<file path="src/rtl/instr_fetch_if.sv">
// Fetch-side bus bundle: instruction-memory request/response channel,
// decode-side instruction handshake and the execute-side redirect.
interface instr_fetch_if #(
  parameter int PC_W = 8
);
  logic            imem_req_valid;
  logic            imem_req_ready;
  logic [PC_W-1:0] imem_addr;
  logic            imem_rsp_valid;
  logic [15:0]     imem_rdata;
  logic            inst_valid;
  logic            inst_ready;
  logic [15:0]     inst_word;
  logic [3:0]      inst_opcode;
  logic [PC_W-1:0] inst_pc;
  logic            redir_valid;
  logic [PC_W-1:0] redir_target;
  logic            busy;

  modport master (
    output imem_req_valid, imem_addr, inst_valid, inst_word, inst_opcode, inst_pc, busy,
    input  imem_req_ready, imem_rsp_valid, imem_rdata, inst_ready, redir_valid, redir_target
  );

  modport slave (
    input  imem_req_valid, imem_addr, inst_valid, inst_word, inst_opcode, inst_pc, busy,
    output imem_req_ready, imem_rsp_valid, imem_rdata, inst_ready, redir_valid, redir_target
  );
endinterface

</file>
<file path="src/rtl/instr_fetch_unit.sv">
// Instruction fetch/issue engine: one outstanding imem read, a single output
// register toward decode, and redirect with squash of the in-flight read.
//
// state   | meaning
// --------+-----------------------------------------------------------
// S_FETCH | no read outstanding; request pc when output slot is free
// S_WAIT  | one read outstanding at req_pc; squash drops its data
module instr_fetch_unit #(
  parameter int              PC_W     = 8,
  parameter logic [PC_W-1:0] RESET_PC = '0
) (
  input  logic           clk,
  input  logic           rst,
  instr_fetch_if.master  bus
);

  typedef enum logic {S_FETCH = 1'b0, S_WAIT = 1'b1} state_t;

  state_t          state_q, state_d;
  logic [PC_W-1:0] pc_q, pc_d;
  logic [PC_W-1:0] req_pc_q, req_pc_d;
  logic [PC_W-1:0] inst_pc_q, inst_pc_d;
  logic [15:0]     inst_word_q, inst_word_d;
  logic            inst_valid_q, inst_valid_d;
  logic            squash_q, squash_d;
  logic            req_valid;
  logic            accept;

  // Issue only when the output slot will be free at the response edge.
  assign req_valid = !rst && (state_q == S_FETCH) && (!inst_valid_q || bus.inst_ready);
  assign accept    = req_valid && bus.imem_req_ready;

  assign bus.imem_req_valid = req_valid;
  assign bus.imem_addr      = pc_q;
  assign bus.inst_valid     = inst_valid_q;
  assign bus.inst_word      = inst_word_q;
  assign bus.inst_opcode    = inst_word_q[15:12];
  assign bus.inst_pc        = inst_pc_q;
  assign bus.busy           = (state_q == S_WAIT);

  always_comb begin
    state_d      = state_q;
    pc_d         = pc_q;
    req_pc_d     = req_pc_q;
    inst_pc_d    = inst_pc_q;
    inst_word_d  = inst_word_q;
    inst_valid_d = inst_valid_q;
    squash_d     = squash_q;

    if (inst_valid_q && bus.inst_ready) begin
      inst_valid_d = 1'b0;
    end

    case (state_q)
      S_FETCH: begin
        if (accept) begin
          req_pc_d = pc_q;
          state_d  = S_WAIT;
          if (bus.redir_valid) begin
            squash_d = 1'b1;
          end
        end
      end
      S_WAIT: begin
        if (bus.imem_rsp_valid) begin
          state_d = S_FETCH;
          if (squash_q || bus.redir_valid) begin
            squash_d = 1'b0;
          end else begin
            inst_word_d  = bus.imem_rdata;
            inst_pc_d    = req_pc_q;
            inst_valid_d = 1'b1;
            pc_d         = req_pc_q + PC_W'(1);
          end
        end else if (bus.redir_valid) begin
          squash_d = 1'b1;
        end
      end
      default: state_d = S_FETCH;
    endcase

    // A redirect kills the presented word even if decode takes it this cycle.
    if (bus.redir_valid) begin
      pc_d         = bus.redir_target;
      inst_valid_d = 1'b0;
    end
  end

  always_ff @(posedge clk) begin
    if (rst) begin
      state_q      <= S_FETCH;
      pc_q         <= RESET_PC;
      req_pc_q     <= '0;
      inst_pc_q    <= '0;
      inst_word_q  <= '0;
      inst_valid_q <= 1'b0;
      squash_q     <= 1'b0;
    end else begin
      state_q      <= state_d;
      pc_q         <= pc_d;
      req_pc_q     <= req_pc_d;
      inst_pc_q    <= inst_pc_d;
      inst_word_q  <= inst_word_d;
      inst_valid_q <= inst_valid_d;
      squash_q     <= squash_d;
    end
  end

endmodule

</file>
<file path="src/flat_wrapper.sv">
// flat-port wrapper written by rule: the top's interface ports become plain ports
module instr_fetch_unit_flat 
#(
  parameter int              PC_W     = 8,
  parameter logic [PC_W-1:0] RESET_PC = '0
)
  (clk, rst, bus_imem_req_valid, bus_imem_addr, bus_inst_valid, bus_inst_word, bus_inst_opcode, bus_inst_pc, bus_busy, bus_imem_req_ready, bus_imem_rsp_valid, bus_imem_rdata, bus_inst_ready, bus_redir_valid, bus_redir_target);
  instr_fetch_if #(.PC_W(PC_W)) bus_i ();
  input  logic clk;
  input  logic rst;
  output wire logic [$bits(bus_i.imem_req_valid)-1:0] bus_imem_req_valid;
  output wire logic [$bits(bus_i.imem_addr)-1:0] bus_imem_addr;
  output wire logic [$bits(bus_i.inst_valid)-1:0] bus_inst_valid;
  output wire logic [$bits(bus_i.inst_word)-1:0] bus_inst_word;
  output wire logic [$bits(bus_i.inst_opcode)-1:0] bus_inst_opcode;
  output wire logic [$bits(bus_i.inst_pc)-1:0] bus_inst_pc;
  output wire logic [$bits(bus_i.busy)-1:0] bus_busy;
  input wire logic [$bits(bus_i.imem_req_ready)-1:0] bus_imem_req_ready;
  input wire logic [$bits(bus_i.imem_rsp_valid)-1:0] bus_imem_rsp_valid;
  input wire logic [$bits(bus_i.imem_rdata)-1:0] bus_imem_rdata;
  input wire logic [$bits(bus_i.inst_ready)-1:0] bus_inst_ready;
  input wire logic [$bits(bus_i.redir_valid)-1:0] bus_redir_valid;
  input wire logic [$bits(bus_i.redir_target)-1:0] bus_redir_target;
  assign bus_imem_req_valid = bus_i.imem_req_valid;
  assign bus_imem_addr = bus_i.imem_addr;
  assign bus_inst_valid = bus_i.inst_valid;
  assign bus_inst_word = bus_i.inst_word;
  assign bus_inst_opcode = bus_i.inst_opcode;
  assign bus_inst_pc = bus_i.inst_pc;
  assign bus_busy = bus_i.busy;
  assign bus_i.imem_req_ready = bus_imem_req_ready;
  assign bus_i.imem_rsp_valid = bus_imem_rsp_valid;
  assign bus_i.imem_rdata = bus_imem_rdata;
  assign bus_i.inst_ready = bus_inst_ready;
  assign bus_i.redir_valid = bus_redir_valid;
  assign bus_i.redir_target = bus_redir_target;
  instr_fetch_unit #(.PC_W(PC_W), .RESET_PC(RESET_PC)) u_core (.clk(clk), .rst(rst), .bus(bus_i));
endmodule
</file>
<file path="config.mk">
export PLATFORM = sky130hd
export DESIGN_NAME = instr_fetch_unit_flat
export DESIGN_NICKNAME = d
export VERILOG_FILES = /design/src/rtl/instr_fetch_if.sv /design/src/rtl/instr_fetch_unit.sv /design/src/flat_wrapper.sv
export SDC_FILE = /design/constraint.sdc
export NUM_CORES = 1
export LEC_CHECK = 0
export ABC_CLOCK_PERIOD_IN_PS = 2100
export CAP_MARGIN = 30
export CORE_MARGIN = 1
export CORE_UTILIZATION = 44
export CTS_BUF_LIST = sky130_fd_sc_hd__clkbuf_8
export DETAILED_ROUTE_END_ITERATION = 8
export MAX_ROUTING_LAYER = met4
export PLACE_DENSITY = 0.92
export SYNTH_ARGS = -nofsm -noshare
export SYNTH_HDL_FRONTEND = slang
export SYNTH_SLANG_ARGS = --single-unit
</file>
<file path="constraint.sdc">
create_clock -name clk -period 2.1 [get_ports clk]
set_input_delay 0.42 -clock clk [delete_from_list [all_inputs] [get_ports clk]]
set_output_delay 0.42 -clock clk [all_outputs]
set_load 0.01 [all_outputs]
</file>
## Word-level counts from Yosys, hierarchy flattened

Index checks and enable logic that the tools add are counted.

| operators by class | value |
|---|---|
| add/subtract/negate cells | 1 |
| eq/ne operators | 3 |
| mux-type cells | 16 |
| bitwise operators | 2 |
| reductions and logical operators | 15 |

Operators by type and width:

| operator | number |
|---|---|
| two-way mux 8 bit | 4 |
| two-way mux 1 bit | 10 |
| adder 8 x 1 -> 8 bit (second input constant) | 1 |
| AND reduction 3 bit | 2 |
| logical AND 1 bit | 4 |
| case mux 1 bit (2 select lines) | 2 |
| AND reduction 2 bit | 2 |
| nonzero test 2 bit | 2 |
| != test 3 bit (second input constant) | 1 |
| zero test 1 bit | 2 |
| logical OR 1 bit | 2 |
| != test 2 x 1 -> 1 bit (second input constant) | 1 |
| != test 2 bit (second input constant) | 1 |
| NOT 1 bit | 2 |
| OR reduction 2 bit | 1 |

| storage, ports and cells | value |
|---|---|
| register bits after elaboration | 43 |
| input bits | 30 |
| output and inout port bits | 39 |
| word-level logic and storage cells | 44 |

## Depth between registers and ports, before layout

Gate-level depths: netlist of the first run.

| logic depth | value |
|---|---|
| depth after elaboration | 6 |
| depth in mapped cells | 6 |
| mapped depth without buffers | 5 |

## Least setup slack after synthesis of the first run

Ideal clock, no wire load.

| timing | value |
|---|---|
| path kind | input port to flip-flop |
| from | input port bus_redir_valid |
| to | register u_core.pc_q[7], in the netlist u_core.bus.imem_addr[7] |
| setup time | 0.074 ns |
| data arrival time | 1.461 ns |
| required time | 2.026 ns |
| setup slack | 0.565 ns |
| cell stages on the path | 5 |
| buffers on the path | 1 |
| cells stage by stage | clkbuf_1 -> inv_2 -> nand2_4 -> or4_1 -> a31oi_1 |

| between the ends | value |
|---|---|
| word-level cells in the longest chain between the ends | 3 |
| elaborated cells on any way between the ends | 6 |
| those cells by class | 1 x eq/ne; 1 x mux; 4 x reduce/logical |

Ends and longest elaborated chain:

| what | line | source |
|---|---|---|
| from (decl) | flat_wrapper.sv:22 | `input wire logic [$bits(bus_i.redir_valid)-1:0] bus_redir_valid;` |
| logical OR 1 bit | instr_fetch_unit.sv:67 | `if (squash_q \|\| bus.redir_valid) begin` |
| != test 2 bit (no source line) | n/a |  |
| AND reduction 3 bit (no source line) | n/a |  |
| to (signal assigned) | instr_fetch_unit.sv:100 | `pc_q <= pc_d;` |
| to (decl) | instr_fetch_unit.sv:20 | `logic [PC_W-1:0] pc_q, pc_d;` |

Parallel ways exist; a longest one is shown, timed or not.
A chain may end at the register's enable or synchronous reset.

## Worst setup path in the final report of the first run

| timing | value |
|---|---|
| from | input port rst |
| to | output port bus_imem_req_valid |

| between the ends | value |
|---|---|
| word-level cells in the longest chain between the ends | 3 |

Ends and longest elaborated chain:

| what | line | source |
|---|---|---|
| from (decl) | flat_wrapper.sv:10 | `input logic rst;` |
| zero test 1 bit | instr_fetch_unit.sv:30 | `assign req_valid = !rst && (state_q == S_FETCH) && (!inst_valid_q \|\| bus.inst_ready);` |
| logical AND 1 bit (2 in series) | instr_fetch_unit.sv:30 |  |
| to (decl) | flat_wrapper.sv:11 | `output wire logic [$bits(bus_i.imem_req_valid)-1:0] bus_imem_req_valid;` |

No other way between the ends.

==> results.md, run 1 <==
- The flow ran to the end, and the final reports show no timing, DRC or antenna violations.
- In this run the core area contains 22 standard-cell rows.
- The post-synthesis cell type count is 32.
- The CTS tree is done.
- The detail-routed net length per standard cell is 13.2 um.
- Of the total power, combinational logic draws 0.111.
- The average size of a mapped cell is 8.17 um2.
- The TritonCTS sink count is 43.
- Synthesis handed over a netlist of 211 instances.
- The via count of the first global-routing pass is 1659.
- The area growth from synthesis to layout is 49.0%.
- Using the TritonRoute via totals, the vias-per-cell ratio works out to 5.22.
- The element type at the critical path end is a primary output.
- The data arrival at the endpoint of the critical path is 1630 ps.
- After synthesis the cells add up to 1720 um2.
- The post-CTS setup buffer count is 0.
- Of the post-synthesis cell area, the dominant cell type holds 0.500.
- The setup path with the least slack is of type primary input to primary output.
- The total overflow left after global routing is 0.
- The sequential fraction of the synthesis area is 0.500.
- The most frequent cell on the critical path is clkdlybuf4s50_1.
- The largest total area in the synthesized netlist belongs to dfxtp_1.
- VDD sags by at most 457 uV.
- The leakage power total is 0.940 nW.
- The path class of the lowest-slack min-delay path is flip-flop to flip-flop.
- The number of hold violations in the final report is 0.
- The finished layout holds 328 standard cells, fillers aside.
- The global placement routability congestion is 0.794.
- The part of the power in the clock network is 0.386.
- The smallest clock period supported by the final layout is computed as 2050 ps.
- The power density of the placed cells is 663 nW/um2.
- The highest clock frequency the design can meet is 488 MHz.
- The signal on the critical path passes through clkdlybuf4s50_1 -> nor2_2 -> and2_1 -> clkdlybuf4s50_1.
- After synthesis the netlist holds a flip-flop and latch count of 43.
- For this design the total switching power over the nets is 0.000371 W.
- The HPWL after detailed placement is 2.96 mm.
- Of the cells placed in the final design, the portion with a size suffix greater than 1 is 0.0786.
- The clock root buffer is clkbuf_8.
- Entering global routing, the biggest net connects 44 pins.
- The tool flagged a number of max-cap violations equal to 0.
- The number of warning messages in the yosys log is 0.
- The final count of negative-setup-slack endpoints is 0.
- During placement, the flow inserted port buffers numbering 68.
- The final net count is 310.
- The first global-routing pass estimated 7.27 mm of wire.
- The most repeated cell in the gate-level netlist after synthesis is nand2_1.
- The synthesized net count is 242.
- The commonest cells after synthesis are nand2_1 (60), dfxtp_1 (43), a21oi_1 (30).
- The number of placed instances, taps included, is 320.
- Of the total power, the share spent switching nets is 0.218.
- The initial core utilization is 0.464.
- The largest fanout on the critical path is 2.
- 0 antenna diodes ended up in the layout.
- TritonCTS created 5 clock buffers.
- The die area is 4170 um2.
- Counting flops with an async set or reset pin after synthesis yields a share of 0.
- For the pin with the worst max-slew slack, the measured transition is 441 ps.
- The floorplan step set the die width to 64.6 um.
- Summing over every cut layer, the via total after detailed routing is 1712.
- The maximum count of clock buffers along a single path is 2.
- The slowest stage cell on the critical path is clkdlybuf4s50_1.
- Clock-pin slew was measured on the worst setup and hold paths at 80 ps.
- The I/O pin count is 69.
- The depth of the CTS H-tree is 2.
- Sorting the synthesized cells by area gives the leading types as dfxtp_1 (50%), nand2_1 (13%), a21oi_1 (8.7%).
- The final-report max-slew violation count is 0.
- The relative max-transition margin is 0.706.
- The total length of routed wires is 4.34 mm.
- The global router's overall resource usage is 0.230.
- The count of flip-flops with a built-in enable after synthesis is 0.
- The number of antenna violations at the first check in global routing was 0.
- The first detailed-routing pass took 4 iterations.
- The detailed router finished its first iteration with 52 violations.
- The internal power summed over all cells is 0.00133 W.
- At the later pin of the worst-skew pair, clock insertion delay measures 290 ps.
- Data on the critical path is required at its endpoint by 1680 ps.
- The detailed-route DRC error count is 0.
- The core region is 3720 um2.
- The overall die height is 64.6 um.
- On the worst path, the slowest cell contributes a delay of 520 ps.
- The proportion of power drawn by flip-flops and latches is 0.503.
- The fraction of the cycle the final worst path needs is 0.975.
- The clock tree skew after final layout is 7.50 ps.
- Among all flip-flop cells after synthesis, the most frequent one is dfxtp_1.
- The count of nets left with antenna violations after detail routing is 0.
- The type of element launching the critical path is a primary input.
- After routing, the total negative slack on setup checks comes to 0 ps.
==> kinds of logic after synthesis <==
kind of cell,Yosys count,synth area share
adder cells (fa/ha/maj),1,0.00726
AO/OA/AOI/OAI,49,0.160
multiplexers,8,0.0465
AND/OR/NAND/NOR,89,0.217
buffers and inverters,18,0.0545
XOR/XNOR,3,0.0153
flip-flops,43,0.500
==> final timing paths <==
check / endpoint / slack, ps / depth (start not counted) / startpoint
worst min-delay path: u_core.bus.inst_pc[6] / 450 / 2 / u_core.bus.inst_pc[6]
worst max-delay path: bus_imem_req_valid / 50 / 4 / rst
worst min register to register: u_core.bus.inst_pc[6] / 450 / 2 / u_core.bus.inst_pc[6]
worst max register to register: u_core.bus.imem_addr[6] / 510 / 5 / u_core.req_pc_q[0]
==> per-stage QoR <==
step                instance area, um2  setup slack (ps)  utilization  total power [W]  hold slack (ps)
floorplan                         1720               565            -         0.000949              446
global placement                  2450              50.0        0.659          0.00106              440
detailed placement                2450              46.0        0.659          0.00106              446
CTS                               2560              40.6        0.690          0.00171              457
global route                      2570             -2.08        0.691          0.00177              479
finish                            2570              51.6        0.691          0.00170              455
==> sequential cells by signal (all words and copies together), names as in the netlist <==
signal and count:
u_core.bus.busy 1, u_core.bus.inst_word 16, u_core.squash_q 1, u_core.bus.inst_pc 8, u_core.bus.imem_addr 8, u_core.req_pc_q 8
u_core.bus.inst_valid 1
==> critical path, delay by kind of cell <==
kind          cells  cell delay (ps)
buf+inv           2              950
simple gates      2              250
==> what timing repair did <==
action / CTS / global route
hold buffers: 0 / 0
endpoints found under the setup margin: 0 / 1
gates resized for setup: 0 / 1
==> power groups by stage <==
stage / clock network (W) / logic, W / registers (W)
floorplan: 0 / 0.0000712 / 0.000878
global placement: 0 / 0.000184 / 0.000873
detailed placement: 0 / 0.000186 / 0.000874
CTS: 0.000664 / 0.000189 / 0.000856
global route: 0.000703 / 0.000203 / 0.000860
finish: 0.000658 / 0.000188 / 0.000856
==> placed cells by master (no fill, tap or decap), drive strengths merged, types with 3 or more instances in the layout <==
cell	instances
clkdlybuf4s50	68
nand2	61
dfxtp	43
a21oi	30
nor2	14
buf	9
mux2i	8
o21ai	6
clkbuf	6
nand3	5
o211ai	3
xnor2	3
==> layer usage <==
layer	GRT usage	wire, um
met5	-	0
met4	0.0889	62
met3	0.0546	324
met2	0.403	2120
met1	0.251	1830
==> cell type report <==
class	count	area, um2
Fill cell	291	1150
Sequential cell	43	861
Clock buffer	6	82.6
Multi-Input combinational cell	150	773
Inverter	2	7.51
Timing Repair Buffer	77	748
Clock inverter	2	35.0
Tap cell	48	60.1
No activity file was read; power rests on OpenSTA's default activity.
==> inputs of run 2 (changes only) <==
- SKIP_CTS_REPAIR_TIMING: not set -> 1
==> results of run 2 <==
Same layout as run 1: the final DEF is identical, and so are final timing and power.
